==> config.mk <==
export PLATFORM = sky130hd
export DESIGN_NAME = line_code_collector
export DESIGN_NICKNAME = d
export VERILOG_FILES = /design/src/rtl/line_code_pkg.sv /design/src/rtl/line_code_digit.sv /design/src/rtl/line_code_collector.sv
export SDC_FILE = /design/constraint.sdc
export NUM_CORES = 1
export LEC_CHECK = 0
export BUFFER_PORTS_ARGS = -buffer_cell sky130_fd_sc_hd__clkbuf_2
export CORE_AREA = 5 5 68 70
export DETAILED_ROUTE_END_ITERATION = 10
export DIE_AREA = 0 0 73 75
export MAX_ROUTING_LAYER = met4
export PLACE_DENSITY_LB_ADDON = 0.25
export SETUP_SLACK_MARGIN = 0.05
export SLEW_MARGIN = 20
export SYNTH_ARGS = -nofsm -noshare
export SYNTH_HDL_FRONTEND = slang
export SYNTH_HIERARCHICAL = 1
export SYNTH_SLANG_ARGS = --single-unit
==> constraint.sdc <==
create_clock -name clk -period 2.2 [get_ports clk]
set_input_delay 0.22 -clock clk [delete_from_list [all_inputs] [get_ports clk]]
set_output_delay 0.22 -clock clk [all_outputs]
set_load 0.03 [all_outputs]
==> src/rtl/line_code_pkg.sv <==
// Shared definitions for the line-code collector and its display-path users.
package line_code_pkg;

  // Bit position of the "five" flag and largest legal remainder value.
  localparam int unsigned LC_FIVE_BIT = 3;
  localparam int unsigned LC_REM_MAX  = 4;

  // Collector states.
  typedef enum logic {
    COLLECT = 1'b0,
    OUTPUT  = 1'b1
  } lc_state_e;

  // A code is legal when its remainder field is 0..4; the five flag may be either value.
  function automatic logic lc_is_legal(input logic [3:0] code);
    return (code[2:0] <= 3'(LC_REM_MAX));
  endfunction

endpackage

==> src/rtl/line_code_digit.sv <==
// Combinational line-code to decimal digit decoder. Illegal codes decode to
// digit 0 with legal deasserted.
module line_code_digit
  import line_code_pkg::*;
(
  input  logic [3:0] code_i,
  output logic [3:0] digit_o,
  output logic       legal_o
);

  // Decode: remainder, plus five when the five flag is set.
  always_comb begin
    legal_o = lc_is_legal(code_i);
    if (!legal_o) begin
      digit_o = 4'd0;
    end else if (code_i[LC_FIVE_BIT]) begin
      digit_o = 4'd5 + {1'b0, code_i[2:0]};
    end else begin
      digit_o = {1'b0, code_i[2:0]};
    end
  end

endmodule

==> src/rtl/line_code_collector.sv <==
// Collects DIGITS line codes into a packed BCD frame (first digit in the MSB
// nibble) and hands it downstream over a valid/ready handshake. Illegal codes
// abort the frame in progress and pulse err.
// Optional build macro: LINE_ERR_COUNT_EN adds a saturating 8-bit err_count output.
module line_code_collector
  import line_code_pkg::*;
#(
  parameter int unsigned DIGITS = 4
)
(
  input  logic                  clk,
  input  logic                  rst,
  input  logic [3:0]            code_in,
  input  logic                  code_valid,
  output logic                  code_ready,
  input  logic                  clr,
  output logic [4*DIGITS-1:0]   bcd_out,
  output logic                  bcd_valid,
  input  logic                  bcd_ready,
  output logic                  err
`ifdef LINE_ERR_COUNT_EN
  ,
  output logic [7:0]            err_count
`endif
);

  localparam int unsigned ACC_W = 4 * DIGITS;
  localparam int unsigned CNT_W = $clog2(DIGITS + 1);
  localparam logic [CNT_W-1:0] CNT_LAST = CNT_W'(DIGITS - 1);

  lc_state_e          state_q;
  logic [CNT_W-1:0]   cnt_q;
  logic [ACC_W-1:0]   acc_q;
  logic [ACC_W-1:0]   bcd_out_q;
  logic               bcd_valid_q;
  logic               err_q;
  logic               ready_q;

  logic [3:0]         digit_s;
  logic               legal_s;
  logic [ACC_W-1:0]   acc_shift_s;
  logic               illegal_xfer_s;

  line_code_digit u_digit (
    .code_i  (code_in),
    .digit_o (digit_s),
    .legal_o (legal_s)
  );

  // Accumulator with the incoming digit shifted into the LSB nibble.
  always_comb begin
    acc_shift_s = (acc_q << 4) | ACC_W'(digit_s);
  end

  // An illegal code is only taken in COLLECT when no clr is discarding it.
  always_comb begin
    if (!rst && (state_q == COLLECT) && code_valid && !clr && !legal_s) begin
      illegal_xfer_s = 1'b1;
    end else begin
      illegal_xfer_s = 1'b0;
    end
  end

  // Collector FSM with registered handshake outputs and error pulse.
  always_ff @(posedge clk) begin
    if (rst) begin
      state_q     <= COLLECT;
      cnt_q       <= '0;
      acc_q       <= '0;
      bcd_out_q   <= '0;
      bcd_valid_q <= 1'b0;
      err_q       <= 1'b0;
      ready_q     <= 1'b1;
    end else begin
      err_q <= 1'b0;
      case (state_q)
        COLLECT: begin
          if (clr) begin
            cnt_q <= '0;
            acc_q <= '0;
          end else if (code_valid) begin
            if (legal_s) begin
              acc_q <= acc_shift_s;
              cnt_q <= cnt_q + CNT_W'(1);
              if (cnt_q == CNT_LAST) begin
                bcd_out_q   <= acc_shift_s;
                bcd_valid_q <= 1'b1;
                ready_q     <= 1'b0;
                state_q     <= OUTPUT;
              end
            end else begin
              err_q <= 1'b1;
              cnt_q <= '0;
              acc_q <= '0;
            end
          end
        end
        OUTPUT: begin
          // clr is ignored here so a presented frame is never retracted.
          if (bcd_ready) begin
            bcd_valid_q <= 1'b0;
            cnt_q       <= '0;
            acc_q       <= '0;
            ready_q     <= 1'b1;
            state_q     <= COLLECT;
          end
        end
        default: begin
          state_q     <= COLLECT;
          cnt_q       <= '0;
          acc_q       <= '0;
          bcd_valid_q <= 1'b0;
          ready_q     <= 1'b1;
        end
      endcase
    end
  end

  assign code_ready = ready_q & ~rst;
  assign bcd_out    = bcd_out_q;
  assign bcd_valid  = bcd_valid_q;
  assign err        = err_q;

`ifdef LINE_ERR_COUNT_EN
  logic [7:0] err_count_q;
  logic [7:0] err_count_d;

  // Saturating count of illegal code transfers; clr leaves it untouched.
  always_comb begin
    if (illegal_xfer_s && (err_count_q != 8'hFF)) begin
      err_count_d = err_count_q + 8'd1;
    end else begin
      err_count_d = err_count_q;
    end
  end

  // Error counter register.
  always_ff @(posedge clk) begin
    if (rst) begin
      err_count_q <= 8'd0;
    end else begin
      err_count_q <= err_count_d;
    end
  end

  assign err_count = err_count_q;
`else
  // Without the counter the illegal-transfer qualifier has no consumer.
  logic unused_s;
  assign unused_s = illegal_xfer_s;
`endif

endmodule
==> results.sh <==
export IMPL_leakage_uw=0.0006835
export IMPL_finalHoldViolCount=0
export IMPL_placedInstanceArea_um2=1688
export IMPL_place_gp_congestion=0.7264
export IMPL_min_period_ps=1550
export IMPL_fin_nets=212
export IMPL_dieArea_um2=5475
export IMPL_placeableCoreArea_um2=3914
export IMPL_cts_tree="yes"
export IMPL_cp_start_kind="input pin"
export IMPL_cts_buffers=5
export IMPL_maxCapViolations=0
export IMPL_r2r_start="state_q"
export IMPL_crit_arrival_ps=1700
export IMPL_rows=23
export IMPL_mostFrequentLayoutCells="35 x dfxtp_1, 30 x o21ai_0, 27 x clkbuf_2"
export IMPL_powerDensity_nw_per_um2=653.1
export IMPL_worst_pin_slew_ps=568.1
export IMPL_syn_nets=188
export IMPL_maxSlewHeadroom=0.6213
export IMPL_drtIter0Drc=84
export IMPL_postCtsSetupBuffers=0
export IMPL_wl_um=3197
export IMPL_die_h_um=75
export IMPL_antenna_cells=0
export IMPL_grt_setup_unrepaired="no"
export IMPL_dr_pass1_iters=4
export IMPL_worst_r2r_endpoint="bcd_out[7]"
export IMPL_fillers=434
export IMPL_io_buffers=27
export IMPL_design_area_um2=1772
export IMPL_fin_skew_ps=5.819
export IMPL_final_core_utilization=0.4527
export IMPL_clkLatencyLatePin_ps=280
export IMPL_viasPerCell=5.092
export IMPL_drv_slew=0
export IMPL_sw_frac_of_total=0.2350
export IMPL_rr_worst_depth=3
export IMPL_root_buffer="clkbuf_8"
export IMPL_post_dp_hpwl_um=2160
export IMPL_final_common_cell="dfxtp_1"
export IMPL_pwr_share_clk=0.380
export IMPL_ff2ff_setup_slack_ps=690
export IMPL_synth_cell_types=24
export IMPL_drive_gt1_frac=0.2050
export IMPL_power_switching_uw=271.9
export IMPL_htreeDepth=2
export IMPL_worstPathRequired_ps=2350
export IMPL_clk_pin_slew_ps=70
export IMPL_grt_max_degree=36
export IMPL_wl_per_cell_um=12.79
export IMPL_syn_avg_cell_area_um2=8.623
export IMPL_initial_utilization=0.3855
export IMPL_grt_pass1_vias=1239
export IMPL_hp_class="in -> reg"
export IMPL_path_max_fanout=18
export IMPL_crit_type="in -> reg"
export IMPL_clock_sinks=35
export IMPL_cts_hold_buf=0
export IMPL_die_width_um=73
export IMPL_grtUsageTotal=0.1316
export IMPL_antenna_found_initial=0
export IMPL_critical_path_startpoint="code_in[0]"
export IMPL_grt_first_pass_wirelength_um=5464
export IMPL_globalRouteOverflowTotal=0
export IMPL_syn_inst=175
export IMPL_pwr_share_comb=0.067
export IMPL_setup_viol=0
export IMPL_fmax_ghz=0.6453
export IMPL_drc=0
export IMPL_num_vias=1273
export IMPL_ant_nets=0
export IMPL_synth_area_um2=1509
export IMPL_post_cts_resized=0
export IMPL_io_pins=28
export IMPL_ys_seq_area_frac=0.4643
export IMPL_peakVddDrop_mv=0.2406
export IMPL_seq_power_share=0.552
export IMPL_finalCritPeriodShare=0.7044
export IMPL_intPower_uw=885.2
export IMPL_tns_ps=0
export IMPL_synth_warnings=6
export IMPL_clock_path_buffers=2
export IMPL_status="completed"
export IMPL_endpoint="bcd_out[7]"
export IMPL_cp_end_kind="register"
export IMPL_areaGrowthSynthToFinish_pct=17.41
export IMPL_synth_seq_cells=35
cells in the mapped netlist (all sizes together):
library cell | n | share of area
a211oi | 1 | 0.0050
ha | 4 | 0.033
buf | 5 | 0.022
nor4bb | 1 | 0.0066
clkbuf | 10 | 0.025
nor2 | 7 | 0.017
xnor2 | 1 | 0.0058
nand3b | 1 | 0.0050
a21oi | 16 | 0.053
inv | 5 | 0.012
nand2b | 18 | 0.075
mux2i | 2 | 0.013
a21boi | 1 | 0.0050
nand4b | 16 | 0.093
dfxtp | 35 | 0.46
and2 | 1 | 0.0041
nand2 | 15 | 0.037
nor2b | 2 | 0.0083
o21a | 1 | 0.0050
o21ai | 31 | 0.10
nor3 | 2 | 0.0066
layout make-up:
class	instances	area, µm²	share of cell area
timing repair buffer	32	172.7	0.09746
clock inverter	3	15.01	0.008475
sequential	35	700.7	0.3955
clock buffer	5	68.82	0.03884
tap	50	62.56	0.03531
multi-input combinational	120	733.2	0.4138
inverter	5	18.77	0.01059
worst min-delay path by stage:
stage                        to  slack (ps)  cells after the start   startpoint
floorplan                   err         340                      2   code_valid
global placement      acc_q[10]         450                      2     acc_q[6]
detailed placement  bcd_out[14]         460                      2  bcd_out[14]
CTS                         err         180                      3   code_valid
global route                err         200                      3   code_valid
finish                      err         180                      3   code_valid
cell families after synthesis:
| logic type | after synthesis | share of synthesized area |
|---|---|---|
| simple gates | 63 | 0.2529 |
| compound gates | 50 | 0.1708 |
| flops | 35 | 0.4643 |
| buf+inv | 20 | 0.05970 |
| fa+ha+maj | 4 | 0.03317 |
| mux | 2 | 0.01327 |
| xor+xnor | 1 | 0.005805 |
worst max-delay path, stage by stage:
cell and delay (ps):
clkbuf_2 110, inv_1 60, ha_1 170, nor2b_1 70, inv_1 70, nor4bb_4 290
and2_1 530, o21ai_0 170
registers in the layout (all words and copies together), names as in the netlist:
signal     flops
bcd_out       16
acc_q         12
cnt_q          3
bcd_valid      1
err            1
ready_q        1
state_q        1
layer usage:
layer,wire [µm],up-vias,global-route usage
met1,1432,595,0.1459
met2,1548,26,0.2214
li1,-,648,-
met4,36,0,0.06148
met5,0,-,-
met3,179,4,0.03338
metrics by stage:
step                hold slack (ps)  setup slack [ps]  total power, µW  instances
floorplan                     338.3             596.5            704.5        175
global placement              453.2             417.5            729.0        242
detailed placement            458.9             312.8            731.9        242
CTS                           176.3             622.8             1171        250
global route                  196.9             460.3             1205        250
finish                        183.6             650.3             1157        250
power groups by stage:
stage               registers (µW)  logic, µW  clock network, µW
global placement               653       75.7                  0
finish                         639       78.1                440
floorplan                      654       50.8                  0
global route                   639       87.3                479
detailed placement             653       78.5                  0
CTS                            639       78.8                453
No activity file was read; power rests on OpenSTA's default activity.
